==> src/rtl/pcs_pkg.sv <==
// Shared 1000BASE-X PCS definitions: 8b/10b special code-group octets and the
// transmit ordered-set FSM state encoding.
`timescale 1ns/1ps
package pcs_pkg;

    localparam logic [7:0] K28_5   = 8'hBC;
    localparam logic [7:0] D16_2   = 8'h50;
    localparam logic [7:0] K27_7_S = 8'hFB;
    localparam logic [7:0] K29_7_T = 8'hFD;
    localparam logic [7:0] K23_7_R = 8'hF7;
    localparam logic [7:0] K30_7_V = 8'hFE;

    // Each state names the code-group being sent in the current slot.
    typedef enum logic [2:0] {
        IDLE_K,
        IDLE_D,
        START,
        DATA,
        END_T,
        END_R,
        END_R2
    } tx_state_t;

endpackage

==> src/rtl/pcs_tx_ordered_set_if.sv <==
// GMII transmit side plus encoder-facing code-group outputs of the PCS ordered-set controller.
`timescale 1ns/1ps
interface pcs_tx_ordered_set_if #(
    parameter int CNT_W = 16
);
    logic [7:0]       TXD;
    logic             TX_EN;
    logic             TX_ER;
    logic             xmit_data;
    logic [7:0]       tx_sym;
    logic             tx_is_k;
    logic             tx_even;
    logic             transmitting;
    logic [CNT_W-1:0] frame_cnt;

    modport master (
        output TXD, TX_EN, TX_ER, xmit_data,
        input  tx_sym, tx_is_k, tx_even, transmitting, frame_cnt
    );

    modport slave (
        input  TXD, TX_EN, TX_ER, xmit_data,
        output tx_sym, tx_is_k, tx_even, transmitting, frame_cnt
    );
endinterface

==> src/rtl/pcs_tx_ordered_set.sv <==
// 1000BASE-X PCS transmit ordered-set controller: picks /I2/, /S/, data, /V/, /T/, /R/
// for each GTX_CLK slot and keeps frame boundaries aligned to even slots.
`timescale 1ns/1ps
module pcs_tx_ordered_set
    import pcs_pkg::*;
#(
    parameter int CNT_W = 16
) (
    input logic                 GTX_CLK,
    input logic                 mr_main_reset,
    pcs_tx_ordered_set_if.slave bus
);

    tx_state_t        state;
    logic [7:0]       sym_q;
    logic             k_q;
    logic             even_q;
    logic             tx_q;
    logic [CNT_W-1:0] cnt_q;

    // Every register holds the value for the slot currently on the wire, so the
    // decision made at an edge uses the GMII inputs of the slot that just ended.
    always_ff @(posedge GTX_CLK or negedge mr_main_reset) begin
        if (!mr_main_reset) begin
            state  <= IDLE_D;
            sym_q  <= D16_2;
            k_q    <= 1'b0;
            even_q <= 1'b0;
            tx_q   <= 1'b0;
            cnt_q  <= '0;
        end else begin
            even_q <= ~even_q;
            case (state)
                IDLE_K: begin
                    state <= IDLE_D;
                    sym_q <= D16_2;
                    k_q   <= 1'b0;
                    tx_q  <= 1'b0;
                end
                IDLE_D: begin
                    if (bus.TX_EN && bus.xmit_data) begin
                        state <= START;
                        sym_q <= K27_7_S;
                        k_q   <= 1'b1;
                        tx_q  <= 1'b1;
                        if (cnt_q != '1) begin
                            cnt_q <= cnt_q + 1'b1;
                        end
                    end else begin
                        state <= IDLE_K;
                        sym_q <= K28_5;
                        k_q   <= 1'b1;
                        tx_q  <= 1'b0;
                    end
                end
                START, DATA: begin
                    if (bus.TX_EN) begin
                        state <= DATA;
                        sym_q <= bus.TX_ER ? K30_7_V : bus.TXD;
                        k_q   <= bus.TX_ER;
                    end else begin
                        state <= END_T;
                        sym_q <= K29_7_T;
                        k_q   <= 1'b1;
                    end
                end
                END_T: begin
                    state <= END_R;
                    sym_q <= K23_7_R;
                    k_q   <= 1'b1;
                end
                END_R: begin
                    // Carrier extension holds /R/; otherwise pad so idle resumes on an even slot.
                    if (!bus.TX_EN && bus.TX_ER) begin
                        state <= END_R;
                        sym_q <= K23_7_R;
                        k_q   <= 1'b1;
                    end else if (!even_q) begin
                        state <= IDLE_K;
                        sym_q <= K28_5;
                        k_q   <= 1'b1;
                        tx_q  <= 1'b0;
                    end else begin
                        state <= END_R2;
                        sym_q <= K23_7_R;
                        k_q   <= 1'b1;
                    end
                end
                END_R2: begin
                    state <= IDLE_K;
                    sym_q <= K28_5;
                    k_q   <= 1'b1;
                    tx_q  <= 1'b0;
                end
                default: begin
                    state <= IDLE_K;
                    sym_q <= K28_5;
                    k_q   <= 1'b1;
                    tx_q  <= 1'b0;
                end
            endcase
        end
    end

    assign bus.tx_sym       = sym_q;
    assign bus.tx_is_k      = k_q;
    assign bus.tx_even      = even_q;
    assign bus.transmitting = tx_q;
    assign bus.frame_cnt    = cnt_q;

endmodule

==> src/flat_wrapper.sv <==
// flat-port wrapper written by rule: the top's interface ports become plain ports
module pcs_tx_ordered_set_flat import pcs_pkg::*;
#(
    parameter int CNT_W = 16
)
  (GTX_CLK, mr_main_reset, bus_TXD, bus_TX_EN, bus_TX_ER, bus_xmit_data, bus_tx_sym, bus_tx_is_k, bus_tx_even, bus_transmitting, bus_frame_cnt);
  pcs_tx_ordered_set_if #(.CNT_W(CNT_W)) bus_i ();
  input logic GTX_CLK;
  input logic mr_main_reset;
  input wire logic [$bits(bus_i.TXD)-1:0] bus_TXD;
  input wire logic [$bits(bus_i.TX_EN)-1:0] bus_TX_EN;
  input wire logic [$bits(bus_i.TX_ER)-1:0] bus_TX_ER;
  input wire logic [$bits(bus_i.xmit_data)-1:0] bus_xmit_data;
  output wire logic [$bits(bus_i.tx_sym)-1:0] bus_tx_sym;
  output wire logic [$bits(bus_i.tx_is_k)-1:0] bus_tx_is_k;
  output wire logic [$bits(bus_i.tx_even)-1:0] bus_tx_even;
  output wire logic [$bits(bus_i.transmitting)-1:0] bus_transmitting;
  output wire logic [$bits(bus_i.frame_cnt)-1:0] bus_frame_cnt;
  assign bus_i.TXD = bus_TXD;
  assign bus_i.TX_EN = bus_TX_EN;
  assign bus_i.TX_ER = bus_TX_ER;
  assign bus_i.xmit_data = bus_xmit_data;
  assign bus_tx_sym = bus_i.tx_sym;
  assign bus_tx_is_k = bus_i.tx_is_k;
  assign bus_tx_even = bus_i.tx_even;
  assign bus_transmitting = bus_i.transmitting;
  assign bus_frame_cnt = bus_i.frame_cnt;
  pcs_tx_ordered_set #(.CNT_W(CNT_W)) u_core (.GTX_CLK(GTX_CLK), .mr_main_reset(mr_main_reset), .bus(bus_i));
endmodule
==> config.mk <==
export PLATFORM = sky130hd
export DESIGN_NAME = pcs_tx_ordered_set_flat
export DESIGN_NICKNAME = d
export VERILOG_FILES = /design/src/rtl/pcs_pkg.sv /design/src/rtl/pcs_tx_ordered_set_if.sv /design/src/rtl/pcs_tx_ordered_set.sv /design/src/flat_wrapper.sv
export SDC_FILE = /design/constraint.sdc
export NUM_CORES = 1
export LEC_CHECK = 0
export BUFFER_PORTS_ARGS = -buffer_cell sky130_fd_sc_hd__buf_2
export CAP_MARGIN = 30
export CORE_ASPECT_RATIO = 0.6
export CORE_MARGIN = 2
export CORE_UTILIZATION = 25
export DETAILED_ROUTE_END_ITERATION = 10
export PLACE_DENSITY_LB_ADDON = 0.12
export SETUP_SLACK_MARGIN = 0.4
export SYNTH_ARGS = -nofsm -noshare
export SYNTH_HDL_FRONTEND = slang
export SYNTH_SLANG_ARGS = --single-unit
==> constraint.sdc <==
create_clock -name GTX_CLK -period 2.4 [get_ports GTX_CLK]
set_input_delay 0.36 -clock GTX_CLK [delete_from_list [all_inputs] [get_ports GTX_CLK]]
set_output_delay 0.36 -clock GTX_CLK [all_outputs]
set_load 0.01 [all_outputs]
# --- Word level (Yosys, flattened, before mapping) ---
# Cells that the tools add are included.
word_totals:
  output_inout_bits: 27
  word_cells: 42
  input_bits: 13
  reg_bits: 30
op_classes:
  add_sub_neg: 1
  mux: 17
  reduce_logical: 8
  n_bitwise: 2
  eq_ne: 8
ops:
  columns: ["op", "count"]
  rows:
  - ["$pmux 8 s5", 1]
  - ["$mux 8", 3]
  - ["$add 16x1->16 const B", 1]
  - ["$ne 16x16->1 const B", 1]
  - ["$pmux 3 s5", 1]
  - ["$mux 7", 2]
  - ["$mux 3", 3]
  - ["$eq 3x2->1 const B", 2]
  - ["$eq 3x3->1 const B", 2]
  - ["$reduce_and 3->1", 2]
  - ["$mux 1", 4]
  - ["$ne 2x2->1 const B", 2]
  - ["$eq 3x1->1 const B", 1]
  - ["$logic_not 3->1", 1]
  - ["$pmux 1 s3", 1]
  - ["$reduce_or 3->1", 1]
  - ["$logic_and 1x1->1", 2]
  - ["$mux 2", 1]
  - ["$not 1->1", 2]
  - ["$pmux 1 s2", 1]
  - ["$reduce_or 2->1", 1]
  - ["$logic_not 1->1", 1]

# --- Logic depth before layout (Yosys ltp) ---
# Gate-level depths: netlist of the first run.
logic_depth:
  ltp_word: 4
  mapped_depth: 6
  ltp_nobuf: 5

# --- Least setup slack after synthesis of the first run ---
# OpenSTA, ideal clock, no wires.
synth_path:
  path_type: "register to register"
  startpoint: "register u_core.cnt_q[0], in the netlist u_core.bus.frame_cnt[0]"
  endpoint: "register u_core.cnt_q[1], in the netlist u_core.bus.frame_cnt[1]"
  path_slack_ps: 543
  t_arrival_ps: 1732
  n_path_buf: 1
  setup_ps: 125
  stages_incl_launch_ff: 7
  cell_sequence: "dfrtp_1 > ha_1 > nand3_1 > or4_4 > buf_6 > nand2_4 > mux2_4"
synth_between:
  elab_chain_cells: 2
synth_lines:
  columns: ["item", "line", "source"]
  rows:
  - ["from (decl)", "pcs_tx_ordered_set.sv:19", "logic [CNT_W-1:0] cnt_q;"]
  - ["from (signal assigned)", "pcs_tx_ordered_set.sv:47", "cnt_q <= cnt_q + 1'b1;"]
  - ["parallel branches: the longest is 2 deep, another holds $add 16x1->16", null, null]
# Several ways; the timed one is not identified.
# A chain may end at the register's enable or synchronous reset.

# --- Worst setup path in the final report of the first run ---
# Same ends and word-level chain as after synthesis.

==> metrics.md, run 1 <==
| Metric | Value |
|---|---|
| HP Class | input pin to async pin |
| Final slew viol count | 0 |
| Initial DRC Count | 39 |
| Max-Cap Viols | 0 |
| Setup bufs post-CTS | 0 |
| Die Span Y | 61.5 um |
| Clock Sinks | 30 |
| Run status | finished, final reports clean |
| CP Launch Type | register |
| Initial antenna violation count | 0 |
| Final TNS setup | 0 ns |
| GPL Wtd Cong | 0.762 |
| Final period util | 79.2% |
| Clock transition at the registers of the reported paths | 0.06 ns |
| Power Density | 934 nW/um2 |
| Layout cells sized above 1 | 31.8% |
| GR Overflow Total | 0 |
| Synth unique cells | 36 |
| Fin nets | 183 |
| Critical-path maximum fanout | 11 |
| PortBufs | 39 |
| Peak supply drop | 0.000282 V |
| Synth warnings | 0 |
| Sequential-to-total area share from yosys stat | 54.8% |
| Layout area overhead | 25.5% |
| Tightest Pin Transition | 0.700 ns |
| Critical path data required time | 2.56 ns |
| CP arrival | 2.06 ns |
| Cts-stage hold buffer count | 0 |
| Setup violators final | 0 |
| Placed cell count | 228 |
| Initial Utilization | 26.6% |
| Hold_ws | 0.128 ns |
| CTS tree | built |
| Leading area contributor after synthesis | dfrtp_1 |
| CP endpoint kind | register |
| Final setup margin | 0.500 ns |
| DP Area | 1640 um2 |
| Fmax | 526 MHz |
| Average routed wire per standard cell | 13.4 um |
| Synth top area share | 49.1% |
| Number of global-route vias before repair | 1035 |
| Syn_area_per_cell | 10.9 um2 |
| Synthesized cell area | 1380 um2 |
| Detail Route Antenna Nets | 0 |
| Unrepaired setup endpoints after global routing | false |
| Worst skew pair latency | 0.28 ns |
| Clock H-tree levels | 2 |
| CTS root buffer | clkbuf_8 |
| Final wirelength | 3.16 mm |
| # diodes | 0 |
| Largest net degree at the start of global routing | 31 |
| Area contributors post-synth | dfrtp_1 (49%), xnor2_1 (8.9%), dfstp_2 (5.7%) |
| DR vias | 1077 |
| Final core utilization | 33.3% |
| Tmin final | 1.90 ns |
| Leakage power | 0.808 nW |
| DRC viols | 0 |
| Core Area | 5180 um2 |
| Flops & latches, synth | 30 |
| GRT Total Usage | 11.1% |
| Number of flops mapped to enable cells by yosys | 0 |
| Crit Path Category | register to register |
| Post-route cell area | 1730 um2 |
| Hold Vio Cnt, Final | 0 |
| Die area | 6130 um2 |
| Post-Place Worst Slack | 0.520 ns |
| IO Count | 40 |
| Count leader, synth | dfrtp_1 |
| Gate Count Post-Synth | 126 |
| Fin cells | 236 |
| Fraction of registers with async set/reset | 100% |
| Clock tree buffer depth | 2 |
| Mapped Nets | 140 |
| Post-CTS Resized | 0 |
| DRT Pass-1 Iters | 4 |
| Synth cell count leaders | dfrtp_1 (27), xnor2_1 (14), nand2_1 (10), nand3_1 (8), nor2_1 (8) |
| First-pass GRT wire length | 5.06 mm |
| Max-Slew Margin vs Limit | 53.3% |
| Via-to-Cell Ratio | 4.56 |
| CTS Buf Count | 5 |
| Die width | 99.8 um |
| Clk_skew | 0.00366 ns |
| Row count | 20 |
| Ys flop type | dfrtp_1 |
| Post-DP HPWL | 2.36 mm |
| Pwr Total | 1.61 mW |
-- power by group --
part           internal [mW]  switching [mW]  leakage (nW)
logic                  0.203           0.239         0.380
registers              0.645           0.113         0.380
clock network          0.231           0.181        0.0482
-- flip-flops by register name, indices dropped and copies added (netlist names) --
| register | flops |
|---|---|
| u_core.bus.tx_is_k | 1 |
| u_core.bus.frame_cnt | 16 |
| u_core.bus.transmitting | 1 |
| u_core.bus.tx_sym | 8 |
| u_core.bus.tx_even | 1 |
| u_core.state | 3 |
-- final cells by class --
type / count / area [um2]
Multi-Input combinational cell: 90 / 592
Clock buffer: 7 / 86.3
Fill cell: 533 / 3450
Inverter: 3 / 11.3
Sequential cell: 30 / 754
Timing Repair Buffer: 39 / 195
Clock inverter: 1 / 5.00
Tap cell: 66 / 82.6
-- path summary, 6_finish.rpt --
kind / from / to / slack (ns) / cells after the start
min in group GTX_CLK: bus_TXD[4] / u_core.bus.tx_sym[4] / 0.27 / 2
worst min register to register: u_core.bus.tx_even / u_core.bus.tx_even / 0.50 / 1
worst min-delay path: mr_main_reset / u_core.bus.tx_sym[2] / 0.13 / 1
worst max register to register: u_core.bus.frame_cnt[0] / u_core.bus.frame_cnt[1] / 0.50 / 5
worst max-delay path: u_core.bus.frame_cnt[0] / u_core.bus.frame_cnt[1] / 0.50 / 5
max in group asynchronous: mr_main_reset / u_core.bus.tx_is_k / 1.83 / 1
-- cell usage in the layout, fill, tap and decap left out, types with 2 or more instances in the layout --
master	Yosys	layout
buf_2	0	39
dfrtp_1	27	27
xnor2_1	14	14
nand2_1	10	10
nor2_1	8	8
nand3_1	8	8
o21ai_0	6	6
clkbuf_8	0	6
nor2b_1	5	5
nand4_1	5	5
nand2b_1	4	4
nand4b_1	4	4
a21oi_1	4	4
inv_1	3	3
dfstp_2	3	3
and3_1	2	2
-- worst max-delay path, stage by stage, from the launching register on --
cell and delay (ns):
dfrtp_1 0.40, ha_1 0.18, nand3_1 0.17, or4_4 0.62, nand2_4 0.12, mux2_4 0.29
-- cells by family (layout without fill, tap and decap cells) --
| logic type | count (synthesis) | in the layout | share of synthesized area [%] |
|---|---|---|---|
| and+or+nand+nor | 57 | 57 | 24.6 |
| muxes | 1 | 1 | 1.09 |
| adders and majority gates | 1 | 1 | 0.909 |
| DFF | 30 | 30 | 54.8 |
| AOI/OAI and AO/OA | 16 | 16 | 6.82 |
| buffers and inverters | 6 | 50 | 2.18 |
| xor gates and xnor gates | 15 | 15 | 9.55 |
-- layer usage --
metal	global-route usage [%]	vias up	routed length (um)	part of all wire, %
met3	4.54	5	211	6.7
met1	14.9	519	1640	52
met4	5.87	0	41	1.3
met5	0	-	0	0
li1	-	528	-	-
met2	15.3	25	1260	40
(Power assumes the default switching activity.)
==> inputs of run 2 (changes only) <==
clock period = 2 ns   (was 2.4 ns; I/O delays follow)
==> run 2 against run 1 <==
Count of clock-buffer cells in the layout rose by 1. Design area rose by 16%. Clock power rose by 40%. Via count rose by 5.4%. Setup slack got worse by 0.21 ns. Critical path depth did not move. Non-clock buffer count rose by 18. First-iteration DRC count rose by 38%. Worst hold slack got worse by 0.060 ns. Sequential power rose by 19%. Largest cell class unchanged.
==> metrics.md, run 2 (same netlist as run 1, synthesis figures left out) <==
| Metric | Value |
|---|---|
| Run status | finished, final reports clean |
| Pwr Total | 2.21 mW |
| Final slew viol count | 0 |
| Most frequent cells in the layout | buf_2 (39), dfrtp_1 (21), buf_4 (15), xnor2_1 (12), nand2_1 (10) |
| FILL cells | 521 |
| IO Count | 40 |
| Clock tree buffer depth | 2 |
| Final period util | 85.4% |
| Die area | 6130 um2 |
| Initial Utilization | 26.6% |
| GR Overflow Total | 0 |
| Fin nets | 201 |
| DP Area | 1650 um2 |
| CP arrival | 1.88 ns |
| Cts-stage hold buffer count | 0 |
| Largest net degree at the start of global routing | 31 |
| # diodes | 0 |
| Row count | 20 |
| Internal power | 1.48 mW |
| Core Area | 5180 um2 |
| Initial DRC Count | 54 |
| GPL Wtd Cong | 0.696 |
| Final TNS setup | 0 ns |
| Clock transition at the registers of the reported paths | 0.07 ns |
| DRT Pass-1 Iters | 4 |
| Worst skew pair latency | 0.28 ns |
| Commonest non-fill, non-tap cell in the layout | buf_2 |
| Number of global-route vias before repair | 1169 |
| Clock Sinks | 30 |
| Via-to-Cell Ratio | 4.47 |
| Crit Path Category | register to register |
| Post-Place Worst Slack | 0.198 ns |
| Fmax | 586 MHz |
| Final setup margin | 0.292 ns |
| Switching share of power | 33.1% |
| Max-Cap Viols | 0 |
| CTS Buf Count | 5 |
| Die width | 99.8 um |
| GRT Total Usage | 12.5% |
| DR vias | 1135 |
| Post-DP HPWL | 2.42 mm |
| Final core utilization | 38.5% |
| Critical-path maximum fanout | 5 |
| R2R cell count | 5 |
| Hold Vio Cnt, Final | 0 |
| Power Density | 1110 nW/um2 |
| Initial antenna violation count | 0 |
| Unrepaired setup endpoints after global routing | true |
| Register Area | 762 um2 |
| Peak supply drop | 0.000335 V |
| Reg-to-reg endpoint | u_core.bus.frame_cnt[4] |
| Clock network power share | 26.0% |
| Worst r2r src | u_core.state[0] |
| HP Class | input pin to async pin |
| DRC viols | 0 |
| Tmin final | 1.71 ns |
| Clk_skew | 0.00535 ns |
| First-pass GRT wire length | 5.72 mm |
| Area of the multi-input gates | 687 um2 |
| Post-route cell area | 1990 um2 |
| CTS root buffer | clkbuf_8 |
| Sequential Power Share | 41.0% |
| R2R Setup Slk | 0.29 ns |
| Detail Route Antenna Nets | 0 |
| CTS tree | built |
| Leakage power | 0.924 nW |
| Combinational Power Share | 33.0% |
| Max-Slew Margin vs Limit | 53.5% |
| Layout cells sized above 1 | 47.3% |
| CP Launch Type | register |
| Setup violators final | 0 |
| Max reg flops | 16 |
| Die Span Y | 61.5 um |
| Tightest Pin Transition | 0.697 ns |
| PortBufs | 39 |
| Final wirelength | 3.56 mm |
| NetSw | 0.731 mW |
| Critical path data required time | 2.17 ns |
| Clock H-tree levels | 2 |
| CP endpoint kind | register |
| Average routed wire per standard cell | 14.0 um |
| Layout area overhead | 44.9% |
run 2: final cells by class:
class,instances,area share [%]
Timing Repair Buffer,57,17.1
Sequential cell,30,38.2
Multi-Input combinational cell,90,34.4
Clock buffer,8,5.52
Tap cell,66,4.14
Inverter,3,0.565
run 2: how the worst max path moves through the flow:
stage / from / end
after floorplan: u_core.bus.frame_cnt[0] / u_core.bus.frame_cnt[1]
after global placement: u_core.bus.frame_cnt[5] / u_core.bus.frame_cnt[1]
after detailed placement: u_core.bus.frame_cnt[5] / u_core.bus.frame_cnt[1]
after CTS: u_core.bus.frame_cnt[0] / u_core.bus.frame_cnt[1]
after global routing: u_core.state[0] / u_core.bus.frame_cnt[4]
final: u_core.state[0] / u_core.bus.frame_cnt[4]
run 2: through the flow:
stage / std cells / hold WS (ns)
3_5_place_dp: 229 / 0.395
6_report: 254 / 0.0676
2_1_floorplan: 126 / 0.00441
5_1_grt: 254 / 0.120
3_3_place_gp: 229 / 0.388
4_1_cts: 245 / 0.0946
run 2: metal layers:
layer  track usage [%]  part of all wire [%]  vias to the layer above
met5                 0                     0                        -
met4              6.07                  0.76                        0
met3              4.54                   5.2                        2
met2              18.9                    46                       22
met1              16.2                    48                      544
li1                  -                     -                      567
run 2: repair_timing:
action / 4_1_cts / 5_1_grt
resized for setup: 9 / 13
pin swaps: 5 / 11
setup buffers: 8 / 9
endpoints found under the setup margin: 18 / 19
run 2: critical path, cell delays in order, from the launching register on:
cell and delay, ns:
dfstp_2 0.57, nand4b_1 0.13, buf_6 0.16, or2_1 0.23, or3b_1 0.39, xnor2_1 0.13
run 2: power by group through the flow:
stage	registers (mW)	logic (mW)	clock network (mW)
finish	0.905	0.730	0.575
global route	0.928	0.820	0.625
CTS	0.898	0.699	0.592
detailed placement	0.907	0.588	0
global placement	0.896	0.573	0
floorplan	0.940	0.297	0
==> inputs of run 3 (changes only) <==
MAX_ROUTING_LAYER = met4   (was unset)
==> run 3 against run 2 <==
Die area unchanged. Combinational power about the same. Count of clock-buffer cells in the layout unchanged. Non-clock buffer count up 1. Maximum frequency about the same. Via count unchanged. Register-to-register slack about the same. Utilization up 0.073 points. Setup slack worse by 0.0016 ns. Clock skew down 0.0021 ns. Power down 0.25%. Largest cell class unchanged. Highest routed layer unchanged.
==> metrics.md, run 3 (same netlist as run 1, synthesis figures left out) <==
| Metric | Value |
|---|---|
| Run status | finished, final reports clean |
| Via-to-Cell Ratio | 4.45 |
| Detail Route Antenna Nets | 0 |
| DRC viols | 0 |
| Initial Utilization | 26.6% |
| Tightest Pin Transition | 0.697 ns |
| # diodes | 0 |
| HP Class | input pin to async pin |
| CTS tree | built |
| DR vias | 1135 |
| CP endpoint kind | register |
| Max-Slew Margin vs Limit | 53.6% |
| Most frequent cells in the layout | buf_2 (39), dfrtp_1 (21), buf_4 (17), xnor2_1 (12), nand2_1 (10) |
| Reg-to-reg endpoint | u_core.bus.frame_cnt[4] |
| Final period util | 85.5% |
| Average routed wire per standard cell | 14.1 um |
| Worst r2r src | u_core.state[0] |
| Unrepaired setup endpoints after global routing | true |
| Largest net degree at the start of global routing | 31 |
| Internal power | 1.48 mW |
| Crit Path Category | register to register |
| Clock tree buffer depth | 2 |
| NetSw | 0.728 mW |
| Max reg flops | 16 |
| Critical path data required time | 2.17 ns |
| PortBufs | 39 |
| Number of global-route vias before repair | 1166 |
| Final setup margin | 0.291 ns |
| Initial DRC Count | 43 |
| Worst skew pair latency | 0.28 ns |
| Setup violators final | 0 |
| GPL Wtd Cong | 0.703 |
| R2R cell count | 5 |
| Leakage power | 0.929 nW |
| Cts-stage hold buffer count | 0 |
| Die Span Y | 61.5 um |
| Initial antenna violation count | 0 |
| Commonest non-fill, non-tap cell in the layout | buf_2 |
| First-pass GRT wire length | 5.73 mm |
| Fmax | 585 MHz |
| Final slew viol count | 0 |
| Clock H-tree levels | 2 |
| Post-Place Worst Slack | 0.198 ns |
| DRT Pass-1 Iters | 4 |
| CP Launch Type | register |
| Tmin final | 1.71 ns |
| Core Area | 5180 um2 |
| Die width | 99.8 um |
| Power Density | 1100 nW/um2 |
| GRT Total Usage | 12.9% |
| Max-Cap Viols | 0 |
| Layout cells sized above 1 | 47.6% |
| CP arrival | 1.88 ns |
| GR Overflow Total | 0 |
| Final wirelength | 3.59 mm |
| Clock network power share | 26.0% |
| Die area | 6130 um2 |
| CTS root buffer | clkbuf_8 |
| Layout area overhead | 45.2% |
| Row count | 20 |
| Sequential Power Share | 41.0% |
| Combinational Power Share | 33.0% |
| Critical-path maximum fanout | 5 |
| Fin nets | 202 |
| R2R Setup Slk | 0.29 ns |
| Switching share of power | 33.0% |
| Clk_skew | 0.00320 ns |
| Clock transition at the registers of the reported paths | 0.06 ns |
| Clock Sinks | 30 |
| IO Count | 40 |
| Peak supply drop | 0.000331 V |
| Hold Vio Cnt, Final | 0 |
| Post-DP HPWL | 2.42 mm |
| Final TNS setup | 0 ns |
| CTS Buf Count | 5 |
run 3: per-layer routing:
layer  global-route usage [%]  part of all wire [%]  vias to the layer above
met5                        -                     0                        -
met1                     16.5                    50                      542
met4                     6.07                  0.75                        0
li1                         -                     -                      567
met3                     4.31                   4.8                        2
met2                     18.7                    45                       24
run 3: stage by stage:
stage	power [mW]	instances	hold slack [ns]	area [um2]	util, %
floorplan	1.24	126	0.00441	1390	-
global placement	1.47	229	0.388	1650	31.9
detailed placement	1.50	229	0.395	1650	31.9
CTS	2.19	245	0.0946	1870	36.1
global route	2.37	255	0.120	2000	38.6
finish	2.20	255	0.0679	2000	38.6
run 3: area by class of cell:
type	instances	area (um2)
clock buffer	8	110
multi-input combinational	90	687
fill	521	3180
timing repair buffer	58	345
sequential	30	762
inverter	3	11.3
tap	66	82.6
run 3: worst max-delay path, cell delays in order (launching register included):
cell,delay [ns]
dfstp_2,0.57
nand4b_1,0.11
buf_4,0.17
or2_1,0.24
or3b_1,0.39
xnor2_1,0.13
run 3: repair_timing:
item	in CTS	in global routing
pin swaps	5	10
buffers inserted	8	10
endpoints found under the setup margin	18	19
gates resized for setup	9	12
run 3: power groups by stage:
stage / combinational (mW) / sequential [mW] / clock, mW
after CTS: 0.699 / 0.898 / 0.592
after global placement: 0.573 / 0.896 / 0
after floorplan: 0.297 / 0.940 / 0
final: 0.728 / 0.905 / 0.572
after global routing: 0.816 / 0.928 / 0.623
after detailed placement: 0.588 / 0.907 / 0
run 3: worst max path at each step:
stage	startpoint	to	slack [ns]	cells after the start
after floorplan	u_core.bus.frame_cnt[0]	u_core.bus.frame_cnt[1]	0.22	6
after global placement	u_core.bus.frame_cnt[5]	u_core.bus.frame_cnt[1]	0.21	4
after detailed placement	u_core.bus.frame_cnt[5]	u_core.bus.frame_cnt[1]	0.20	4
after CTS	u_core.bus.frame_cnt[0]	u_core.bus.frame_cnt[1]	0.25	5
after global routing	u_core.state[0]	u_core.bus.frame_cnt[4]	0.25	5
final	u_core.state[0]	u_core.bus.frame_cnt[4]	0.29	5
